==> src/rtl/tribuf_bus_arb_if.sv <==
// Shared-tristate-bus arbiter signal bundle: requester inputs and tribuf drive outputs.
// master = requester/bench side, slave = arbiter side.
interface tribuf_bus_arb_if #(
    parameter int unsigned NUM_REQ = 4,
    parameter int unsigned WIDTH   = 8
);
    logic [NUM_REQ-1:0]       req;
    logic [NUM_REQ*WIDTH-1:0] din;
    logic [NUM_REQ-1:0]       gnt;
    logic [NUM_REQ*WIDTH-1:0] drv_a;
    logic [NUM_REQ-1:0]       drv_e;
    logic                     busy;

    modport master (output req, output din, input gnt, input drv_a, input drv_e, input busy);
    modport slave  (input req, input din, output gnt, output drv_a, output drv_e, output busy);
endinterface

==> src/rtl/tribuf_bus_arb.sv <==
// Round-robin arbiter / driver sequencer for a tribuf-built shared bus, with turnaround.
// Optional bus parking on requester 0 while idle: define TRIBUF_BUS_PARK_EN.
module tribuf_bus_arb #(
    parameter int unsigned NUM_REQ   = 4,
    parameter int unsigned WIDTH     = 8,
    parameter int unsigned MAX_BURST = 4,
    parameter int unsigned TA_CYCLES = 1
) (
    input  logic              clk,
    input  logic              rst,
    tribuf_bus_arb_if.slave   bus
);
    localparam int unsigned IDX_W  = (NUM_REQ > 1) ? $clog2(NUM_REQ) : 1;
    localparam int unsigned BCNT_W = 4;
    localparam int unsigned TCNT_W = 2;
    localparam logic [BCNT_W-1:0] BURST_LAST = BCNT_W'(MAX_BURST);
    localparam logic [TCNT_W-1:0] TA_LAST    = TCNT_W'(TA_CYCLES - 1);
    localparam logic [IDX_W-1:0]  IDX_LAST   = IDX_W'(NUM_REQ - 1);
`ifdef TRIBUF_BUS_PARK_EN
    localparam bit PARK = 1'b1;
`else
    localparam bit PARK = 1'b0;
`endif

    typedef enum logic [1:0] {ST_IDLE = 2'd0, ST_DRIVE = 2'd1, ST_TURN = 2'd2} state_t;

    state_t                   r_state, w_state_nxt;
    logic [NUM_REQ-1:0]       r_gnt, w_gnt_nxt;
    logic [NUM_REQ-1:0]       r_drv_e, w_drv_e_nxt;
    logic [NUM_REQ*WIDTH-1:0] r_drv_a, w_drv_a_nxt;
    logic                     r_busy, w_busy_nxt;
    logic [IDX_W-1:0]         r_own, w_own_nxt;
    logic [IDX_W-1:0]         r_ptr, w_ptr_nxt;
    logic [BCNT_W-1:0]        r_bcnt, w_bcnt_nxt;
    logic [TCNT_W-1:0]        r_tcnt, w_tcnt_nxt;
    logic                     w_any;
    logic [IDX_W-1:0]         w_sel;
    logic [IDX_W-1:0]         w_idx;
    int                       w_pos;

    // Pick the first requester at or after the pointer; scanning far-to-near lets the nearest win.
    always_comb begin
        w_any = |bus.req;
        w_sel = r_ptr;
        w_idx = r_ptr;
        w_pos = 0;
        for (int i = 0; i < int'(NUM_REQ); i++) begin
            w_pos = int'(r_ptr) + (int'(NUM_REQ) - 1 - i);
            if (w_pos >= int'(NUM_REQ)) w_pos = w_pos - int'(NUM_REQ);
            w_idx = IDX_W'(w_pos);
            if (bus.req[w_idx]) w_sel = w_idx;
        end
    end

    // State and registered outputs
    always_ff @(posedge clk) begin
        if (rst) begin
            r_state <= ST_IDLE;
            r_gnt   <= '0;
            r_drv_e <= '0;
            r_drv_a <= '0;
            r_busy  <= 1'b0;
            r_own   <= '0;
            r_ptr   <= '0;
            r_bcnt  <= '0;
            r_tcnt  <= '0;
        end else begin
            r_state <= w_state_nxt;
            r_gnt   <= w_gnt_nxt;
            r_drv_e <= w_drv_e_nxt;
            r_drv_a <= w_drv_a_nxt;
            r_busy  <= w_busy_nxt;
            r_own   <= w_own_nxt;
            r_ptr   <= w_ptr_nxt;
            r_bcnt  <= w_bcnt_nxt;
            r_tcnt  <= w_tcnt_nxt;
        end
    end

    // Next state; a parked bus handed to another lane must float first
    always_comb begin
        w_state_nxt = r_state;
        case (r_state)
            ST_IDLE: begin
                if (w_any) begin
                    if (PARK && r_drv_e[0] && (w_sel != '0)) w_state_nxt = ST_TURN;
                    else                                     w_state_nxt = ST_DRIVE;
                end
            end
            ST_DRIVE: begin
                if (!bus.req[r_own] || (r_bcnt == BURST_LAST)) w_state_nxt = ST_TURN;
            end
            ST_TURN: begin
                if (r_tcnt == TA_LAST) w_state_nxt = w_any ? ST_DRIVE : ST_IDLE;
            end
            default: w_state_nxt = ST_IDLE;
        endcase
    end

    // Next values of outputs and counters, derived from the transition taken
    always_comb begin
        w_gnt_nxt   = '0;
        w_drv_e_nxt = '0;
        w_drv_a_nxt = '0;
        w_busy_nxt  = (w_state_nxt != ST_IDLE);
        w_own_nxt   = r_own;
        w_ptr_nxt   = r_ptr;
        w_bcnt_nxt  = r_bcnt;
        w_tcnt_nxt  = r_tcnt;
        case (w_state_nxt)
            ST_DRIVE: begin
                if (r_state == ST_DRIVE) begin
                    w_bcnt_nxt = r_bcnt + 1'b1;
                end else begin
                    w_own_nxt  = w_sel;
                    w_bcnt_nxt = BCNT_W'(1);
                end
                w_gnt_nxt[w_own_nxt]   = 1'b1;
                w_drv_e_nxt[w_own_nxt] = 1'b1;
                w_drv_a_nxt[w_own_nxt*WIDTH +: WIDTH] = bus.din[w_own_nxt*WIDTH +: WIDTH];
            end
            ST_TURN: begin
                w_tcnt_nxt = (r_state == ST_TURN) ? r_tcnt + 1'b1 : '0;
                if (r_state == ST_DRIVE) w_ptr_nxt = (r_own == IDX_LAST) ? '0 : r_own + 1'b1;
            end
            default: begin
                w_drv_e_nxt[0] = PARK;
            end
        endcase
    end

    assign bus.gnt   = r_gnt;
    assign bus.drv_e = r_drv_e;
    assign bus.drv_a = r_drv_a;
    assign bus.busy  = r_busy;
endmodule
==> src/flat_wrapper.sv <==
// flat-port wrapper written by rule: the top's interface ports become plain ports
module tribuf_bus_arb_flat 
#(
    parameter int unsigned NUM_REQ   = 4,
    parameter int unsigned WIDTH     = 8,
    parameter int unsigned MAX_BURST = 4,
    parameter int unsigned TA_CYCLES = 1
)
  (clk, rst, bus_req, bus_din, bus_gnt, bus_drv_a, bus_drv_e, bus_busy);
  tribuf_bus_arb_if #(.NUM_REQ(NUM_REQ), .WIDTH(WIDTH)) bus_i ();
  input  logic clk;
  input  logic rst;
  input wire logic [$bits(bus_i.req)-1:0] bus_req;
  input wire logic [$bits(bus_i.din)-1:0] bus_din;
  output wire logic [$bits(bus_i.gnt)-1:0] bus_gnt;
  output wire logic [$bits(bus_i.drv_a)-1:0] bus_drv_a;
  output wire logic [$bits(bus_i.drv_e)-1:0] bus_drv_e;
  output wire logic [$bits(bus_i.busy)-1:0] bus_busy;
  assign bus_i.req = bus_req;
  assign bus_i.din = bus_din;
  assign bus_gnt = bus_i.gnt;
  assign bus_drv_a = bus_i.drv_a;
  assign bus_drv_e = bus_i.drv_e;
  assign bus_busy = bus_i.busy;
  tribuf_bus_arb #(.NUM_REQ(NUM_REQ), .WIDTH(WIDTH), .MAX_BURST(MAX_BURST), .TA_CYCLES(TA_CYCLES)) u_core (.clk(clk), .rst(rst), .bus(bus_i));
endmodule
==> config.mk <==
export PLATFORM = sky130hd
export DESIGN_NAME = tribuf_bus_arb_flat
export DESIGN_NICKNAME = d
export VERILOG_FILES = /design/src/rtl/tribuf_bus_arb_if.sv /design/src/rtl/tribuf_bus_arb.sv /design/src/flat_wrapper.sv
export SDC_FILE = /design/constraint.sdc
export NUM_CORES = 1
export LEC_CHECK = 0
export CAP_MARGIN = 40
export CORE_UTILIZATION = 42
export CTS_CLUSTER_DIAMETER = 60
export DETAILED_ROUTE_END_ITERATION = 10
export MAX_ROUTING_LAYER = met4
export PLACE_DENSITY = 0.86
export SLEW_MARGIN = 0
export SYNTH_ARGS = -nofsm -noshare
export SYNTH_HDL_FRONTEND = slang
export SYNTH_SLANG_ARGS = --single-unit
==> constraint.sdc <==
create_clock -name clk -period 2.8 [get_ports clk]
set_clock_uncertainty 0.1 [all_clocks]
set_input_delay 0.56 -clock clk [delete_from_list [all_inputs] [get_ports clk]]
set_output_delay 0.56 -clock clk [all_outputs]
set_load 0.02 [all_outputs]
==> impl_metrics.tcl <==
set metrics [dict create \
    syn-cell-area_um2 1944 \
    io_pins 79 \
    seqCellArea_um2 980.9 \
    p_sw_frac 0.2455 \
    dp_cells 335 \
    nFillCells 365 \
    htreeDepth 2 \
    area_growth_pct 53.54 \
    die_w_um 70.04 \
    end_kind "flop" \
    cp-start-kind "primary input" \
    cts_hold_buf 0 \
    min_path_type "reg -> reg" \
    cts-root-buf "clkbuf_8" \
    p_seq_frac 0.480 \
    core_area_um2 4414 \
    setup_tns_ns 0 \
    outcome "completed" \
    via_per_inst 4.834 \
    cts_tree "done" \
    antenna_left 0 \
    p_clk_frac 0.318 \
    cpMaxStageDelayCell "clkdlybuf4s50_1" \
    dp_slack_ns -0.1569 \
    syn-num-nets 243 \
    fmax_mhz 380.3 \
    clk_pin_slew_ns 0.08 \
    port_buffers 78 \
    p_switching_mw 0.3755 \
    fin_crit_ns 2.629 \
    ys_ff_latch 49 \
    cp_cell_sequence "clkdlybuf4s50_1 > nor2_1 > a221oi_1 > buf_4 > o31ai_4 > inv_1 > ha_1 > a211oi_2 > nand4_2 > nor2_1" \
    slowest_delay_ns 0.44 \
    clk_path_buf_depth 2 \
    first_pass_iters 4 \
    report.final.slew_viol_count 0 \
    min-delay-start "u_core.r_bcnt[1]" \
    cp_max_fo 8 \
    routedWlPerCell_um 12.57 \
    power.density_nw_per_um2 512.3 \
    timing.final.ws_setup_ns 0.1708 \
    fin_crit_sh 0.9390 \
    syn_avg_cell_area_um2 9.920 \
    dpl.hpwl_mm 3.364 \
    setup_violations 0 \
    synth_top_family_by_area "simple AND/OR/NAND/NOR gates" \
    grt_max_degree 16 \
    cts_resized 0 \
    grt_overflow 0 \
    multi_input_area_um2 889.6 \
    rows 24 \
    p_int_mw 1.154 \
    clk_latency_ns 0.29 \
    timing.critical_path.mode_cell "nor2_1" \
    die_y_um 70.04 \
    worst_slew_pin_slew_ns 0.4591 \
    r2r_start "u_core.r_ptr[1]" \
    crit_type "in -> reg" \
    leakagePower_nw 1.183 \
    drive_gt1_frac 0.1100 \
    required_ns 2.93 \
    grt.total_usage 0.1979 \
    instances_no_fill 343 \
    num_vias 1658 \
    critPathLaunch "bus_req[0]" \
    finish.net_count 337 \
    synth_xor_area_frac 0.009009 \
    place_congestion 0.8582 \
    grt_pass1_vias 1631 \
    grt_antenna_before_repair 0 \
    synth-compound-area-share 0.07400 \
    synth.area.mux_share 0.1042 \
    drc 0 \
    cap_violations 0 \
    yosysSeqAreaShare 0.5045 \
    synth_simple_gate_area_frac 0.2053 \
    rsz0062_at_grt "yes" \
    synthDominantCellAreaShare 0.5045 \
    ys_warn_count 0 \
    vdd_drop_max_uv 290.3 \
    synth_cell_type_count 35 \
    cts_num_sinks 49 \
    initialDrtViolationCount 66 \
    synth_area_leaders "dfxtp_1 (50%), mux2i_1 (9.3%), nor2_1 (8.9%), ha_1 (5.8%), nor2b_1 (2.6%)" \
    synth_top_cell_by_area "dfxtp_1" \
    dieArea_um2 4906 \
    grt_pass1_wl_mm 7.486 \
    wirelength_mm 4.310 \
    power_frac_comb 0.202 \
    fin_util 0.6763 \
    maxSlewHeadroom 0.6929 \
    netlist_instances 196 \
    start_util 0.4405 \
    cts_setup_buffers 0 \
    crit_arrival_ns 2.76 \
    finalHoldViolations 0 \
    cts_made_buffers 5 \
    synthAdderAreaFrac 0.05792 \
    n_antenna_cell 0 \
]
cell usage after synthesis:
cell type / count
clkbuf_1: 1
nand4_1: 2
o21bai_1: 1
mux2i_1: 18
nand4bb_1: 1
dfxtp_1: 49
xor2_1: 2
a211oi_2: 1
o31ai_1: 1
nor2b_1: 8
a221oi_1: 1
a21boi_0: 1
a21oi_2: 1
nand3_1: 1
a41oi_2: 1
mux4_2: 1
inv_1: 8
a21oi_1: 7
a211o_1: 1
a31oi_1: 1
buf_4: 5
nor2_1: 46
nand4b_2: 1
nand3_4: 1
nand3b_1: 1
o21ai_0: 5
and3_1: 1
nand2_1: 6
nand2b_1: 4
and2_1: 5
nand4_2: 1
nor3_1: 2
buf_2: 1
ha_1: 9
buf_6: 1
routing by layer:
metal,routed length [um],part of all wire,GRT usage,vias up
met5,0,0,-,-
met4,46,0.011,0.05778,0
met3,319,0.074,0.06494,4
met2,2098,0.49,0.3344,60
met1,1846,0.43,0.2230,755
li1,-,-,-,839
kinds of logic (layout without fill, tap and decap cells):
group                    Yosys count  after routing
AO/OA/AOI/OAI                     21             21
adder cells (fa/ha/maj)            9              9
multiplexers                      19             19
AND/OR/NAND/NOR                   80             80
flip-flops                        49             49
buffers and inverters             16            111
XOR/XNOR                           2              2
critical path: cells and delay by family:
kind / cells / cell delay, ns
buf+inv: 3 / 0.70
simple gates: 3 / 0.62
fa+ha+maj: 1 / 0.23
compound gates: 3 / 0.65
cell usage in the layout (no fill, tap or decap), types with 2 or more instances in the layout:
master and count:
clkdlybuf4s50_1 78, dfxtp_1 49, nor2_1 46, mux2i_1 18, buf_4 17, ha_1 9
nor2b_1 8, inv_1 8, a21oi_1 7, nand2_1 6, o21ai_0 5, and2_1 5
clkbuf_8 5, nand2b_1 4, nor3_1 2, nand4_1 2, xor2_1 2
power groups by stage:
stage          clock [mW]  sequential, mW  combinational [mW]
3_5_place_dp            0           0.750               0.309
3_3_place_gp            0           0.749               0.301
4_1_cts             0.497           0.733               0.311
6_report            0.487           0.734               0.309
5_1_grt             0.548           0.737               0.336
2_1_floorplan           0           0.764               0.143
flip-flops by register name (all words and copies together) (netlist names):
register          cells
u_core.r_bcnt         4
u_core.bus.drv_a     32
u_core.bus.gnt        4
u_core.r_ptr          2
u_core.r_own          2
u_core.bus.busy       1
u_core.r_tcnt         2
u_core.r_state        2
area by class of cell:
| type | instances | share of cell area |
|---|---|---|
| clock buffer | 6 | 0.02431 |
| clock inverter | 2 | 0.01299 |
| multi-input combinational | 131 | 0.2980 |
| timing repair buffer | 95 | 0.3043 |
| inverter | 8 | 0.01006 |
| tap | 52 | 0.02179 |
| sequential | 49 | 0.3286 |
path summary, 6_finish.rpt:
| path | depth (start not counted) | end | slack (ns) |
|---|---|---|---|
| setup reg to reg | 9 | u_core.bus.drv_a[16] | 0.48 |
| setup / recovery | 10 | u_core.bus.drv_a[16] | 0.17 |
| hold reg to reg | 2 | u_core.r_bcnt[1] | 0.42 |
| hold / removal | 2 | u_core.r_bcnt[1] | 0.42 |
per-stage QoR:
stage	hold slack (ns)	power, mW	instance area (um^2)
finish	0.4226	1.529	2985
global route	0.4495	1.620	2985
CTS	0.4292	1.542	2985
detailed placement	0.3904	1.058	2874
global placement	0.3836	1.050	2874
floorplan	0.3664	0.9065	1944
Power figures use the tool's default switching activity.
